`config.mk`:
```
export PLATFORM = sky130hd
export DESIGN_NAME = alu_multicycle
export DESIGN_NICKNAME = d
export VERILOG_FILES = /design/src/rtl/alu_multicycle.sv
export SDC_FILE = /design/constraint.sdc
export NUM_CORES = 1
export LEC_CHECK = 0
export BUFFER_PORTS_ARGS = -buffer_cell sky130_fd_sc_hd__buf_4
export CAP_MARGIN = 0
export CORE_MARGIN = 1.5
export CORE_UTILIZATION = 52
export CTS_CLUSTER_SIZE = 25
export DETAILED_ROUTE_END_ITERATION = 7
export GPL_TIMING_DRIVEN = 0
export PLACE_DENSITY_LB_ADDON = 0.08
export SYNTH_ARGS = -nofsm -noshare
export SYNTH_HDL_FRONTEND = slang
export SYNTH_SLANG_ARGS = --single-unit
```
`constraint.sdc`:
```
create_clock -name clk -period 9.2 [get_ports clk]
set_input_delay 0.46 -clock clk [delete_from_list [all_inputs] [get_ports clk]]
set_output_delay 0.46 -clock clk [all_outputs]
set_load 0.02 [all_outputs]
```
`src/rtl/alu_multicycle.sv`:
```
`default_nettype none
// +--------------------------------------------------------------------------+
// | alu_multicycle: add/sub/pass in one cycle; shift-add multiply and,       |
// | with ALU_DIV_EN defined, restoring divide over WIDTH cycles.             |
// | Revision 1.0                                                             |
// +--------------------------------------------------------------------------+
module alu_multicycle #(
  parameter int WIDTH = 32
) (
  input  logic             clk,
  input  logic             rst_n,
  input  logic             start,
  input  logic [2:0]       ALUControl,
  input  logic [WIDTH-1:0] SrcA,
  input  logic [WIDTH-1:0] SrcB,
  output logic             busy,
  output logic             done,
  output logic [WIDTH-1:0] ALUResult,
  output logic [WIDTH-1:0] DivRem,
  output logic [3:0]       Flags,
  output logic             DivByZero
);
  localparam int CW = $clog2(WIDTH + 1);

  typedef enum logic [1:0] {
    S_IDLE = 2'd0,
    S_MUL  = 2'd1,
    S_DIV  = 2'd2
  } state_t;

  state_t             state_q, state_d;
  logic [CW-1:0]      count_q, count_d;
  logic [2*WIDTH-1:0] acc_q, acc_d;
  logic [WIDTH-1:0]   opb_q, opb_d;
  logic [WIDTH-1:0]   result_q, result_d;
  logic [WIDTH-1:0]   rem_q, rem_d;
  logic [3:0]         flags_q, flags_d;
  logic               done_q, done_d;
  logic               dbz_q, dbz_d;

  logic [WIDTH-1:0]   op_res, op_rem;
  logic               op_c, op_v, op_fin;

  logic [WIDTH:0]     add_w, sub_w, mul_sum_w;
  logic [2*WIDTH-1:0] mul_acc_w;

  assign add_w     = {1'b0, SrcA} + {1'b0, SrcB};
  assign sub_w     = {1'b0, SrcA} - {1'b0, SrcB};
  // acc = {partial product high, remaining multiplier bits}; shifts right each step
  assign mul_sum_w = {1'b0, acc_q[2*WIDTH-1:WIDTH]} +
                     (acc_q[0] ? {1'b0, opb_q} : {(WIDTH+1){1'b0}});
  assign mul_acc_w = {mul_sum_w, acc_q[WIDTH-1:1]};

`ifdef ALU_DIV_EN
  logic [WIDTH:0]     div_sh_w, div_diff_w;
  logic [2*WIDTH-1:0] div_acc_w;

  // acc = {partial remainder, dividend bits shifting out / quotient bits in}
  assign div_sh_w   = {acc_q[2*WIDTH-1:WIDTH], acc_q[WIDTH-1]};
  assign div_diff_w = div_sh_w - {1'b0, opb_q};
  assign div_acc_w  = div_diff_w[WIDTH]
                    ? {div_sh_w[WIDTH-1:0],   acc_q[WIDTH-2:0], 1'b0}
                    : {div_diff_w[WIDTH-1:0], acc_q[WIDTH-2:0], 1'b1};
`endif

  always_comb begin
    state_d  = state_q;
    count_d  = count_q;
    acc_d    = acc_q;
    opb_d    = opb_q;
    result_d = result_q;
    rem_d    = rem_q;
    flags_d  = flags_q;
    dbz_d    = dbz_q;
    done_d   = 1'b0;
    op_res   = '0;
    op_rem   = '0;
    op_c     = 1'b0;
    op_v     = 1'b0;
    op_fin   = 1'b0;

    case (state_q)
      S_IDLE: begin
        if (start) begin
          dbz_d = 1'b0;
          case (ALUControl)
            3'b000: begin
              op_res = add_w[WIDTH-1:0];
              op_c   = add_w[WIDTH];
              op_v   = (SrcA[WIDTH-1] == SrcB[WIDTH-1]) && (add_w[WIDTH-1] != SrcA[WIDTH-1]);
              op_fin = 1'b1;
            end
            3'b001: begin
              op_res = sub_w[WIDTH-1:0];
              op_c   = ~sub_w[WIDTH];
              op_v   = (SrcA[WIDTH-1] != SrcB[WIDTH-1]) && (sub_w[WIDTH-1] != SrcA[WIDTH-1]);
              op_fin = 1'b1;
            end
            3'b010: begin
              state_d = S_MUL;
              count_d = CW'(WIDTH);
              acc_d   = {{WIDTH{1'b0}}, SrcB};
              opb_d   = SrcA;
            end
            3'b011: begin
`ifdef ALU_DIV_EN
              if (SrcB == '0) begin
                op_res = '1;
                op_rem = SrcA;
                dbz_d  = 1'b1;
                op_fin = 1'b1;
              end else begin
                state_d = S_DIV;
                count_d = CW'(WIDTH);
                acc_d   = {{WIDTH{1'b0}}, SrcA};
                opb_d   = SrcB;
              end
`else
              op_fin = 1'b1;
`endif
            end
            default: begin
              op_res = SrcA;
              op_fin = 1'b1;
            end
          endcase
        end
      end
      S_MUL: begin
        acc_d   = mul_acc_w;
        count_d = count_q - 1'b1;
        if (count_q == CW'(1)) begin
          state_d = S_IDLE;
          op_res  = mul_acc_w[WIDTH-1:0];
          op_c    = |mul_acc_w[2*WIDTH-1:WIDTH];
          op_fin  = 1'b1;
        end
      end
`ifdef ALU_DIV_EN
      S_DIV: begin
        acc_d   = div_acc_w;
        count_d = count_q - 1'b1;
        if (count_q == CW'(1)) begin
          state_d = S_IDLE;
          op_res  = div_acc_w[WIDTH-1:0];
          op_rem  = div_acc_w[2*WIDTH-1:WIDTH];
          op_fin  = 1'b1;
        end
      end
`endif
      default: state_d = S_IDLE;
    endcase

    if (op_fin) begin
      done_d   = 1'b1;
      result_d = op_res;
      rem_d    = op_rem;
      flags_d  = {op_res[WIDTH-1], ~|op_res, op_c, op_v};
    end
  end

  always_ff @(posedge clk or negedge rst_n) begin
    if (!rst_n) begin
      state_q  <= S_IDLE;
      count_q  <= '0;
      acc_q    <= '0;
      opb_q    <= '0;
      result_q <= '0;
      rem_q    <= '0;
      flags_q  <= '0;
      done_q   <= 1'b0;
      dbz_q    <= 1'b0;
    end else begin
      state_q  <= state_d;
      count_q  <= count_d;
      acc_q    <= acc_d;
      opb_q    <= opb_d;
      result_q <= result_d;
      rem_q    <= rem_d;
      flags_q  <= flags_d;
      done_q   <= done_d;
      dbz_q    <= dbz_d;
    end
  end

  assign busy      = (state_q != S_IDLE);
  assign done      = done_q;
  assign ALUResult = result_q;
  assign DivRem    = rem_q;
  assign Flags     = flags_q;
  assign DivByZero = dbz_q;

endmodule
`default_nettype wire

```
==> impl_metrics.tcl, run 1 <==
set metrics [dict create \
    outcome "finished with violations" \
    violated_checks "DRC" \
    worstPathMaxFanout 10 \
    numClockSinks 139 \
    grt-ovfl-total 0 \
    area_delta_synth_final_pct 15.5 \
    slowest_stage "or4_1" \
    layoutNonFillerInstCount 2001 \
    worst-endpoint-required_ps 9510 \
    grt_start_max_net_pins 73 \
    wire_per_inst_um 21.6 \
    power_switching_mw 1.60 \
    setup_tns_ps 0 \
    timing.final.setup_violations 0 \
    max-cap-violations 0 \
    critPathTopFamily "simple AND/OR/NAND/NOR gates" \
    vias 12300 \
    number_of_i_o_pins 141 \
    cts-buffers-inserted 17 \
    dpl.hpwl_um 33800 \
    cp-end-kind "flip-flop" \
    synth-seq-area-share_pct 28.5 \
    design.die.area_um2 24400 \
    p_int_mw 1.94 \
    first_pass_grt_wire_length_um 66700 \
    groute.usage.overall_pct 35.9 \
    placed_cells 1969 \
    nNetsFinal 1847 \
    async_flop_share_pct 100 \
    seq_power_share_pct 30.8 \
    core_um2 22800 \
    post_cts_buffers 0 \
    place_ws_ps 4510 \
    path_clk_slew_ps 70 \
    drcViolationCount 3 \
    slew_headroom_pct 15.4 \
    synth_edf_count 0 \
    initial_core_util_pct 53.5 \
    post-route-worst-setup-slack_ps 4570 \
    synth.avg_cell_area_um2 8.05 \
    synth_cell_type_count 94 \
    worst-endpoint-arrival_ps 4940 \
    clk_root_buffer_cell "clkbuf_16" \
    core.rowCount 55 \
    critical_path_class "flip-flop to flip-flop" \
    crit_path_start_kind "flip-flop" \
    period_needed_ps 4630 \
    post-route-period-util_pct 50.3 \
    drt_first_pass_iters 8 \
    antenna_violating_nets_post_route 0 \
    cellPowerDensity_nw_per_um2 251 \
    postSynthCellCount 1517 \
    post_route_cells_drive_above_1_share_pct 14.5 \
    first_iter_violations 1510 \
    path_cells "clkbuf_1 -> and2_1 -> ha_1 -> inv_1 -> fa_1 -> nor2b_1 -> o21a_1 -> o21ai_2 -> a21oi_1 -> nor3_1 -> or4_1 -> or4_1 -> nor4_1 -> and4b_1 -> o21ai_1" \
    cts_hold_repair.buffers 0 \
    wirelength_um 43200 \
    ys_warn_count 0 \
    post_cts_resize_count 0 \
    num_antenna_cells 0 \
    clock_latency_ps 440 \
    die_y_um 156 \
    worst_ir_drop_vdd_mv 0.129 \
    share_clk_of_total_power_pct 19.1 \
    worst_path_most_repeated_cell "or4_1" \
    synthesis.area_um2 12200 \
    htree_num_levels 4 \
    timing.critical_path.buf_inv 2 \
    die_w_um 156 \
    power.share.switching_pct 45.2 \
    grt_setup_unrepaired "false" \
    hold_path_class "input port to asynchronous set/reset pin" \
    final-hold-violation-count 0 \
    tritoncts "done" \
    ctsLongestPathBuffers 2 \
    report.final.slew_viol_count 0 \
    layout.filler_cells 2129 \
    worst_slew_pin_slew_ps 1260 \
    p_comb_share_pct 50.1 \
    cp_slowest_stage_delay_ps 580 \
    max_freq_mhz 216 \
    final.setup_skew_ps 13.4 \
    synth.ff_latch_count 139 \
    power.static_leakage_nw 6.91 \
    synth_flop_cell "dfrtp_1" \
    vias_in_the_first_global_route 11900 \
    gp_congestion 1.00 \
    port_buffers 106 \
    avgViaCountPerCell 6.12 \
    number_of_antenna_violations_at_the_first_check_in_global_routing 1 \
]
==> power groups by stage <==
stage / sequential, mW / combinational, mW / clock [mW]
4_1_cts: 1.09 / 1.76 / 0.684
3_3_place_gp: 1.09 / 1.72 / 0
6_report: 1.09 / 1.77 / 0.676
3_5_place_dp: 1.09 / 1.75 / 0
5_1_grt: 1.12 / 1.95 / 0.709
2_1_floorplan: 1.12 / 1.11 / 0
==> cell families after synthesis <==
kind of cell | synth area share, %
buf+inv | 9.00
mux | 0.686
flops | 28.5
fa+ha+maj | 10.6
xor+xnor | 3.73
other cells | 0.0307
compound gates | 28.6
simple gates | 18.9
==> flip-flops by register name, indices dropped and copies added, names as in the netlist <==
signal,flops
ALUResult,32
acc_q,64
count_q,6
done,1
opb_q,32
Flags,3
state_q,1
==> routing by layer <==
| metal | wire, um | track usage (%) | vias up |
|---|---|---|---|
| met2 | 19900 | 58.6 | 570 |
| met3 | 3430 | 6.87 | 96 |
| met1 | 18400 | 47.3 | 5865 |
| li1 | - | - | 5719 |
| met4 | 1490 | 13.7 | 0 |
| met5 | 0 | 0 | - |
==> metrics by stage <==
stage / hold WS (ps) / total power [mW] / utilization (%) / cell area, um^2
3_5_place_dp: 456 / 2.84 / 59.3 / 13600
2_1_floorplan: 164 / 2.23 / - / 12300
3_3_place_gp: 452 / 2.80 / 59.2 / 13500
5_1_grt: 76.9 / 3.77 / 61.8 / 14100
4_1_cts: 53.2 / 3.53 / 61.8 / 14100
6_report: 31.3 / 3.54 / 61.8 / 14100
==> worst paths after layout <==
| kind | depth (start not counted) | slack [ps] | to | start |
|---|---|---|---|---|
| worst max-delay path | 15 | 4570 | Flags[1] | acc_q[0] |
| worst min-delay path | 1 | 30 | acc_q[36] | rst_n |
| worst max register to register | 15 | 4570 | Flags[1] | acc_q[0] |
| worst min register to register | 2 | 470 | opb_q[5] | opb_q[5] |
| max in group asynchronous | 2 | 8360 | ALUResult[24] | rst_n |
| min in group clk | 3 | 250 | acc_q[11] | SrcB[11] |
==> area by class of cell <==
cell class              count  area (um^2)  share of cell area [%]
multi-input cells        1179         7760                    55.0
clock buffers              17          425                    3.01
repair buffers            107          827                    5.86
clock inverters            15          131                   0.931
well taps                 313          392                    2.77
inverters                 119          447                    3.16
flip-flops and latches    139         3480                    24.6
plain buffers             112          653                    4.63
==> cell usage in the layout (no fill, tap or decap), drive strengths merged, types with 32 or more instances in the layout <==
| master | instances |
|---|---|
| a21oi | 106 |
| a21o | 32 |
| conb | 33 |
| dfrtp | 139 |
| a222oi | 38 |
| and2 | 43 |
| nor2 | 105 |
| xnor2 | 44 |
| clkbuf | 57 |
| nor3 | 37 |
| o21ai | 100 |
| nand2 | 201 |
| ha | 99 |
| buf | 179 |
| inv | 126 |
==> synth_stat cells (6+ instances only) <==
master	instances	area, um^2
a21oi_1	102	510
xor2_1	8	70.1
a222oi_1	38	380
buf_2	13	65.1
and2_1	43	269
o31ai_1	14	105
a21o_1	32	240
and3_1	7	43.8
nor3_1	37	185
a22oi_1	15	113
nor2b_1	15	93.8
a211oi_1	19	143
nor2_1	103	387
ha_1	99	1240
o21bai_1	12	90.1
o211ai_1	18	135
o21ai_0	95	475
o21a_1	17	128
dfrtp_1	139	3480
a22o_1	24	210
clkbuf_1	38	143
a211o_1	7	61.3
inv_1	118	443
nor4_1	14	87.6
buf_4	51	383
o2111ai_1	6	52.6
nand2b_1	10	62.6
a221o_1	7	70.1
nand2_1	199	747
nand4_1	9	56.3
a31oi_1	12	75.1
nand3_1	27	135
xnor2_1	44	385
No activity file was read; power rests on OpenSTA's default activity.
==> run 2: changes to the inputs <==
ABC_AREA = 1   (was default)
clock period = 4.5 ns   (was 9.2 ns; I/O delays follow)
==> impl_metrics.tcl, run 2 <==
set metrics [dict create \
    nNetsFinal 2690 \
    drcViolationCount 0 \
    die_y_um 169 \
    vias_in_the_first_global_route 15000 \
    postSynthCellCount 2359 \
    grt-ovfl-total 0 \
    r2r_setup_slack_ps 510 \
    mostFrequentLayoutCell "nand2_1" \
    place_ws_ps 451 \
    finalInstanceArea_um2 16400 \
    post_route_cells_drive_above_1_share_pct 11.0 \
    final.setup_skew_ps 17.9 \
    wire_per_inst_um 18.0 \
    total_power_mw 4.92 \
    max_flop_register "acc_q" \
    post_cts_buffers 0 \
    first_pass_grt_wire_length_um 80900 \
    max_freq_mhz 250 \
    die_w_um 169 \
    numClockSinks 139 \
    gp_congestion 0.993 \
    async_flop_share_pct 100 \
    core.rowCount 60 \
    worstPathMaxFanout 10 \
    wirelength_um 52300 \
    htree_num_levels 4 \
    synth-seq-area-share_pct 24.2 \
    post-route-worst-setup-slack_ps 508 \
    drt_first_pass_iters 7 \
    crit_path_start_kind "flip-flop" \
    crit_path_end "Flags[1]" \
    yosys.area.top_type_share_pct 24.2 \
    critPathLaunch "acc_q[0]" \
    cts-buffers-inserted 17 \
    hold_path_startpoint "start" \
    synth.avg_cell_area_um2 6.11 \
    whs_ps 84.9 \
    timing.final.setup_violations 0 \
    worst-endpoint-arrival_ps 4290 \
    slew_headroom_pct 42.8 \
    synth.ff_latch_count 139 \
    core_um2 27100 \
    max-cap-violations 0 \
    synthTopCellsByCount "790 x nand2_1, 388 x inv_1, 227 x nand3_1, 158 x nor2_1, 139 x dfrtp_1" \
    yosysTopAreaCell "dfrtp_1" \
    num_antenna_cells 0 \
    period_needed_ps 3990 \
    place_area_um2 15800 \
    final-hold-violation-count 0 \
    worst-endpoint-required_ps 4800 \
    antenna_violating_nets_post_route 0 \
    synthesis.area_um2 14400 \
    report.final.slew_viol_count 0 \
    hold_path_class "input port to flip-flop" \
    setup_tns_ps 0 \
    ctsLongestPathBuffers 2 \
    number_of_i_o_pins 141 \
    groute.usage.overall_pct 36.9 \
    r2r_start "acc_q[0]" \
    port_buffers 106 \
    worst_ir_drop_vdd_mv 0.309 \
    path_clk_slew_ps 60 \
    synth_edf_count 0 \
    worst_reg2reg_path_endpoint "Flags[1]" \
    worst_reg_to_reg_path_cell_count 19 \
    outcome "finished, final reports clean" \
    yosys.cell_count.top_type "nand2_1" \
    worst_slew_pin_slew_ps 847 \
    cp-end-kind "flip-flop" \
    first_iter_violations 1293 \
    synth_top_cells_by_area "dfrtp_1 24%, nand2_1 21%, inv_1 10%" \
    initial_core_util_pct 53.1 \
    dpl.hpwl_um 43600 \
    avgViaCountPerCell 5.37 \
    ys_warn_count 0 \
    post-route-period-util_pct 88.7 \
    clock_latency_ps 440 \
    synth_cell_type_count 53 \
    cellPowerDensity_nw_per_um2 300 \
    mostFrequentLayoutCells "790 x nand2_1, 388 x inv_1, 227 x nand3_1" \
    synth_flop_cell "dfrtp_1" \
    grt_setup_unrepaired "false" \
    design.die.area_um2 28700 \
    area_delta_synth_final_pct 14.0 \
    vias 15600 \
    power.static_leakage_nw 9.39 \
    tritoncts "done" \
    clk_root_buffer_cell "clkbuf_16" \
    critical_path_class "flip-flop to flip-flop" \
    largest_reg_flops 64 \
    grt_start_max_net_pins 101 \
    number_of_antenna_violations_at_the_first_check_in_global_routing 0 \
]
run 2: changes by cell type in the layout (fill, tap and decap cells not counted), moves of 19 or more:
cell / change
nand2_1: +591
inv_1: +270
nand3_1: +200
nor2_1: +55
a222oi_1: -38
and2_1: -38
xnor2_1: -37
a21o_1: -26
nand2_2: +20
a211oi_1: -19
run 2: layer usage:
layer | global-route usage [%] | up-vias | part of all wire (%)
met5 | 0 | - | 0
met4 | 14.6 | 0 | 4.0
met3 | 3.82 | 118 | 5.9
met2 | 65.7 | 583 | 49
met1 | 45.7 | 7209 | 41
li1 | - | 7682 | -
run 2: cell families (layout without fill, tap and decap cells):
| logic type | after synthesis | count (layout) | share of synthesized area (%) |
|---|---|---|---|
| adders and majority gates | 102 | 102 | 9.02 |
| buffers and inverters | 512 | 652 | 15.6 |
| DFF | 139 | 139 | 24.2 |
| other | 1 | 33 | 0.0260 |
| AOI/OAI and AO/OA | 294 | 294 | 11.9 |
| and+or+nand+nor | 1285 | 1285 | 37.7 |
| xor gates and xnor gates | 26 | 26 | 1.58 |
run 2: worst max-delay path: stages (launching register included):
cell and delay (ps):
dfrtp_1 320, clkbuf_1 340, clkbuf_1 470, nand2_1 100
inv_1 80, ha_1 190, inv_1 70, fa_1 440
o21ai_2 290, a21oi_1 210, o21bai_1 310, nand4_1 240
nand3_1 120, nand2_1 80, nor2_1 110, nand2_1 90
nor2_1 150, nand3_1 110, nand3_1 80, nand3_1 70
run 2: timing repair:
item	in CTS	in global routing
setup endpoints to repair	0	0
hold buffers	1	0
endpoints found under the hold margin	39	0
resized for setup	0	0
run 2: area by class of cell:
type / count / area, um^2
clock inverter: 10 / 141
timing repair buffer: 108 / 837
inverter: 401 / 1510
multi-input combinational: 1740 / 8800
clock buffer: 22 / 454
fill: 2711 / 10700
buffer: 111 / 743
tap: 372 / 465
sequential: 139 / 3480
run 2: worst min-delay path by stage:
stage | end | slack, ps | cells past startpoint
after floorplan | ALUResult[0] | -70 | 0
after global placement | ALUResult[4] | 460 | 1
after detailed placement | acc_q[43] | 170 | 1
after CTS | Flags[0] | 90 | 3
after global routing | Flags[0] | 120 | 3
final | Flags[0] | 80 | 3
run 2: stage by stage:
step	util (%)	instances
after floorplan	-	2391
after global placement	58.2	2869
after detailed placement	58.4	2870
after CTS	60.6	2903
after global routing	60.6	2903
final	60.6	2903
run 2: power breakdown:
group          switching (mW)  total (mW)  internal [mW]  leakage (nW)
Sequential              0.193        1.69           1.50          1.66
Clock                   0.568        1.46          0.888         0.285
Combinational            1.15        1.77          0.621          7.45
==> run 3: changes to the inputs <==
CELL_PAD_IN_SITES_DETAIL_PLACEMENT = 0   (was default)
CELL_PAD_IN_SITES_GLOBAL_PLACEMENT = 1   (was default)
CORE_MARGIN = default   (was 1.5)
CORE_UTILIZATION = 43   (was 52)
CTS_CLUSTER_DIAMETER = 60   (was default)
==> impl_metrics.tcl, run 3 (synthesis results as in run 2) <==
set metrics [dict create \
    path_clk_slew_ps 60 \
    clk_root_buffer_cell "clkbuf_16" \
    post-route-worst-setup-slack_ps 377 \
    nNetsFinal 2690 \
    post-route-period-util_pct 91.6 \
    numClockSinks 139 \
    post-route-util_pct 50.5 \
    max_flop_register "acc_q" \
    slew_headroom_pct 21.4 \
    die_w_um 185 \
    cellPowerDensity_nw_per_um2 303 \
    drcViolationCount 0 \
    post_cts_buffers 0 \
    core_um2 32800 \
    power.static_leakage_nw 9.41 \
    cp_slowest_stage_delay_ps 490 \
    slowest_stage "clkbuf_1" \
    post_cts_resize_count 0 \
    max-cap-violations 0 \
    design.die.area_um2 34200 \
    wire_per_inst_um 18.2 \
    area_delta_synth_final_pct 15.0 \
    drt_first_pass_iters 7 \
    final-hold-violation-count 0 \
    first_iter_violations 1172 \
    grt_start_max_net_pins 85 \
    max_freq_mhz 243 \
    number_of_i_o_pins 141 \
    cts-buffers-inserted 17 \
    post_route_cells_drive_above_1_share_pct 11.1 \
    number_of_antenna_violations_at_the_first_check_in_global_routing 0 \
    num_antenna_cells 0 \
    core.rowCount 66 \
    gp_congestion 0.943 \
    vias 15300 \
    place_ws_ps 325 \
    setup_tns_ps 0 \
    crit_path_start_kind "flip-flop" \
    report.final.slew_viol_count 0 \
    cp-end-kind "flip-flop" \
    timing.final.setup_violations 0 \
    critPathLaunch "acc_q[0]" \
    final.setup_skew_ps 8.11 \
    antenna_violating_nets_post_route 0 \
    worst-endpoint-arrival_ps 4430 \
    port_buffers 106 \
    mostFrequentLayoutCell "nand2_1" \
    worst-endpoint-required_ps 4800 \
    path_cells "clkbuf_1 -> clkbuf_1 -> nand2_1 -> inv_1 -> ha_1 -> inv_1 -> fa_1 -> o21ai_2 -> a21oi_1 -> o21bai_1 -> nand4_1 -> nand3_1 -> nand2_1 -> nor2_1 -> nand2_1 -> nor2_1 -> nand3_1 -> nand3_1 -> nand3_1" \
    ctsLongestPathBuffers 2 \
    initial_core_util_pct 43.9 \
    groute.usage.overall_pct 32.3 \
    critical_path_class "flip-flop to flip-flop" \
    outcome "finished, final reports clean" \
    htree_num_levels 4 \
    largest_reg_flops 64 \
    vias_in_the_first_global_route 14900 \
    dpl.hpwl_um 45200 \
    worst_path_most_repeated_cell "nand3_1" \
    period_needed_ps 4120 \
    grt_setup_unrepaired "false" \
    die_y_um 185 \
    worst_ir_drop_vdd_mv 0.282 \
    tritoncts "done" \
    hold_path_startpoint "start" \
    worstPathMaxFanout 10 \
    first_pass_grt_wire_length_um 82100 \
    hold_path_class "input port to flip-flop" \
    clock_latency_ps 430 \
    mostFrequentLayoutCells "790 x nand2_1, 388 x inv_1, 227 x nand3_1" \
    worst_slew_pin_slew_ps 1160 \
    grt-ovfl-total 0 \
    wirelength_um 54100 \
    r2r_start "acc_q[0]" \
    avgViaCountPerCell 5.15 \
    layout.filler_cells 3496 \
]
run 3: changes by cell type in the layout (fill, tap and decap cells not counted), sizes merged:
cell,previous run,this run
clkbuf,58,55
inv,399,400
bufinv,3,5
run 3: power breakdown:
| part | leakage [nW] | total (mW) | internal (mW) | switching [mW] |
|---|---|---|---|---|
| sequential | 1.66 | 1.69 | 1.50 | 0.190 |
| clock | 0.308 | 1.56 | 0.988 | 0.573 |
| combinational | 7.45 | 1.77 | 0.621 | 1.15 |
run 3: final timing paths:
path	slack [ps]	to	cells after the start
setup reg to reg	380	Flags[1]	19
max in group asynchronous	3280	acc_q[56]	3
min in group asynchronous	360	acc_q[35]	2
hold / removal	70	Flags[0]	3
setup / recovery	380	Flags[1]	19
hold reg to reg	480	ALUResult[5]	1
run 3: area by class of cell:
class | instances | area [um^2] | share of cell area, %
buffer | 111 | 743 | 4.49
clock buffer | 19 | 433 | 2.61
clock inverter | 13 | 214 | 1.29
inverter | 401 | 1510 | 9.09
multi-input combinational | 1740 | 8800 | 53.1
sequential | 139 | 3480 | 21.0
tap | 442 | 553 | 3.34
timing repair buffer | 108 | 837 | 5.05
run 3: through the flow:
stage / instances / hold WS [ps] / cell area [um^2] / power [mW]
CTS: 2973 / 62.7 / 16600 / 5.02
floorplan: 2391 / -70.6 / 14500 / 2.89
global placement: 2939 / 467 / 15900 / 3.42
finish: 2973 / 74.6 / 16600 / 5.02
global route: 2973 / 81.9 / 16600 / 5.33
detailed placement: 2940 / 238 / 15900 / 3.45
run 3: repair_timing:
item / in CTS / in global routing
hold buffers: 1 / 0
setup endpoints to repair: 0 / 0
hold endpoints to repair: 55 / 0
run 3: layer usage:
| layer | GRT usage, % | wire (um) | up-vias |
|---|---|---|---|
| met3 | 2.89 | 2450 | 93 |
| li1 | - | - | 7658 |
| met4 | 13.7 | 2170 | 0 |
| met5 | 0 | 0 | - |
| met1 | 40.3 | 23300 | 7097 |
| met2 | 56.6 | 26100 | 458 |
run 3: worst max-delay path, delay by kind of cell (launching register included):
family                     cells  cell delay, ps
DFF                            1             320
buffers and inverters          4            1040
AOI/OAI and AO/OA              3             820
and+or+nand+nor               10            1160
adders and majority gates      2             650
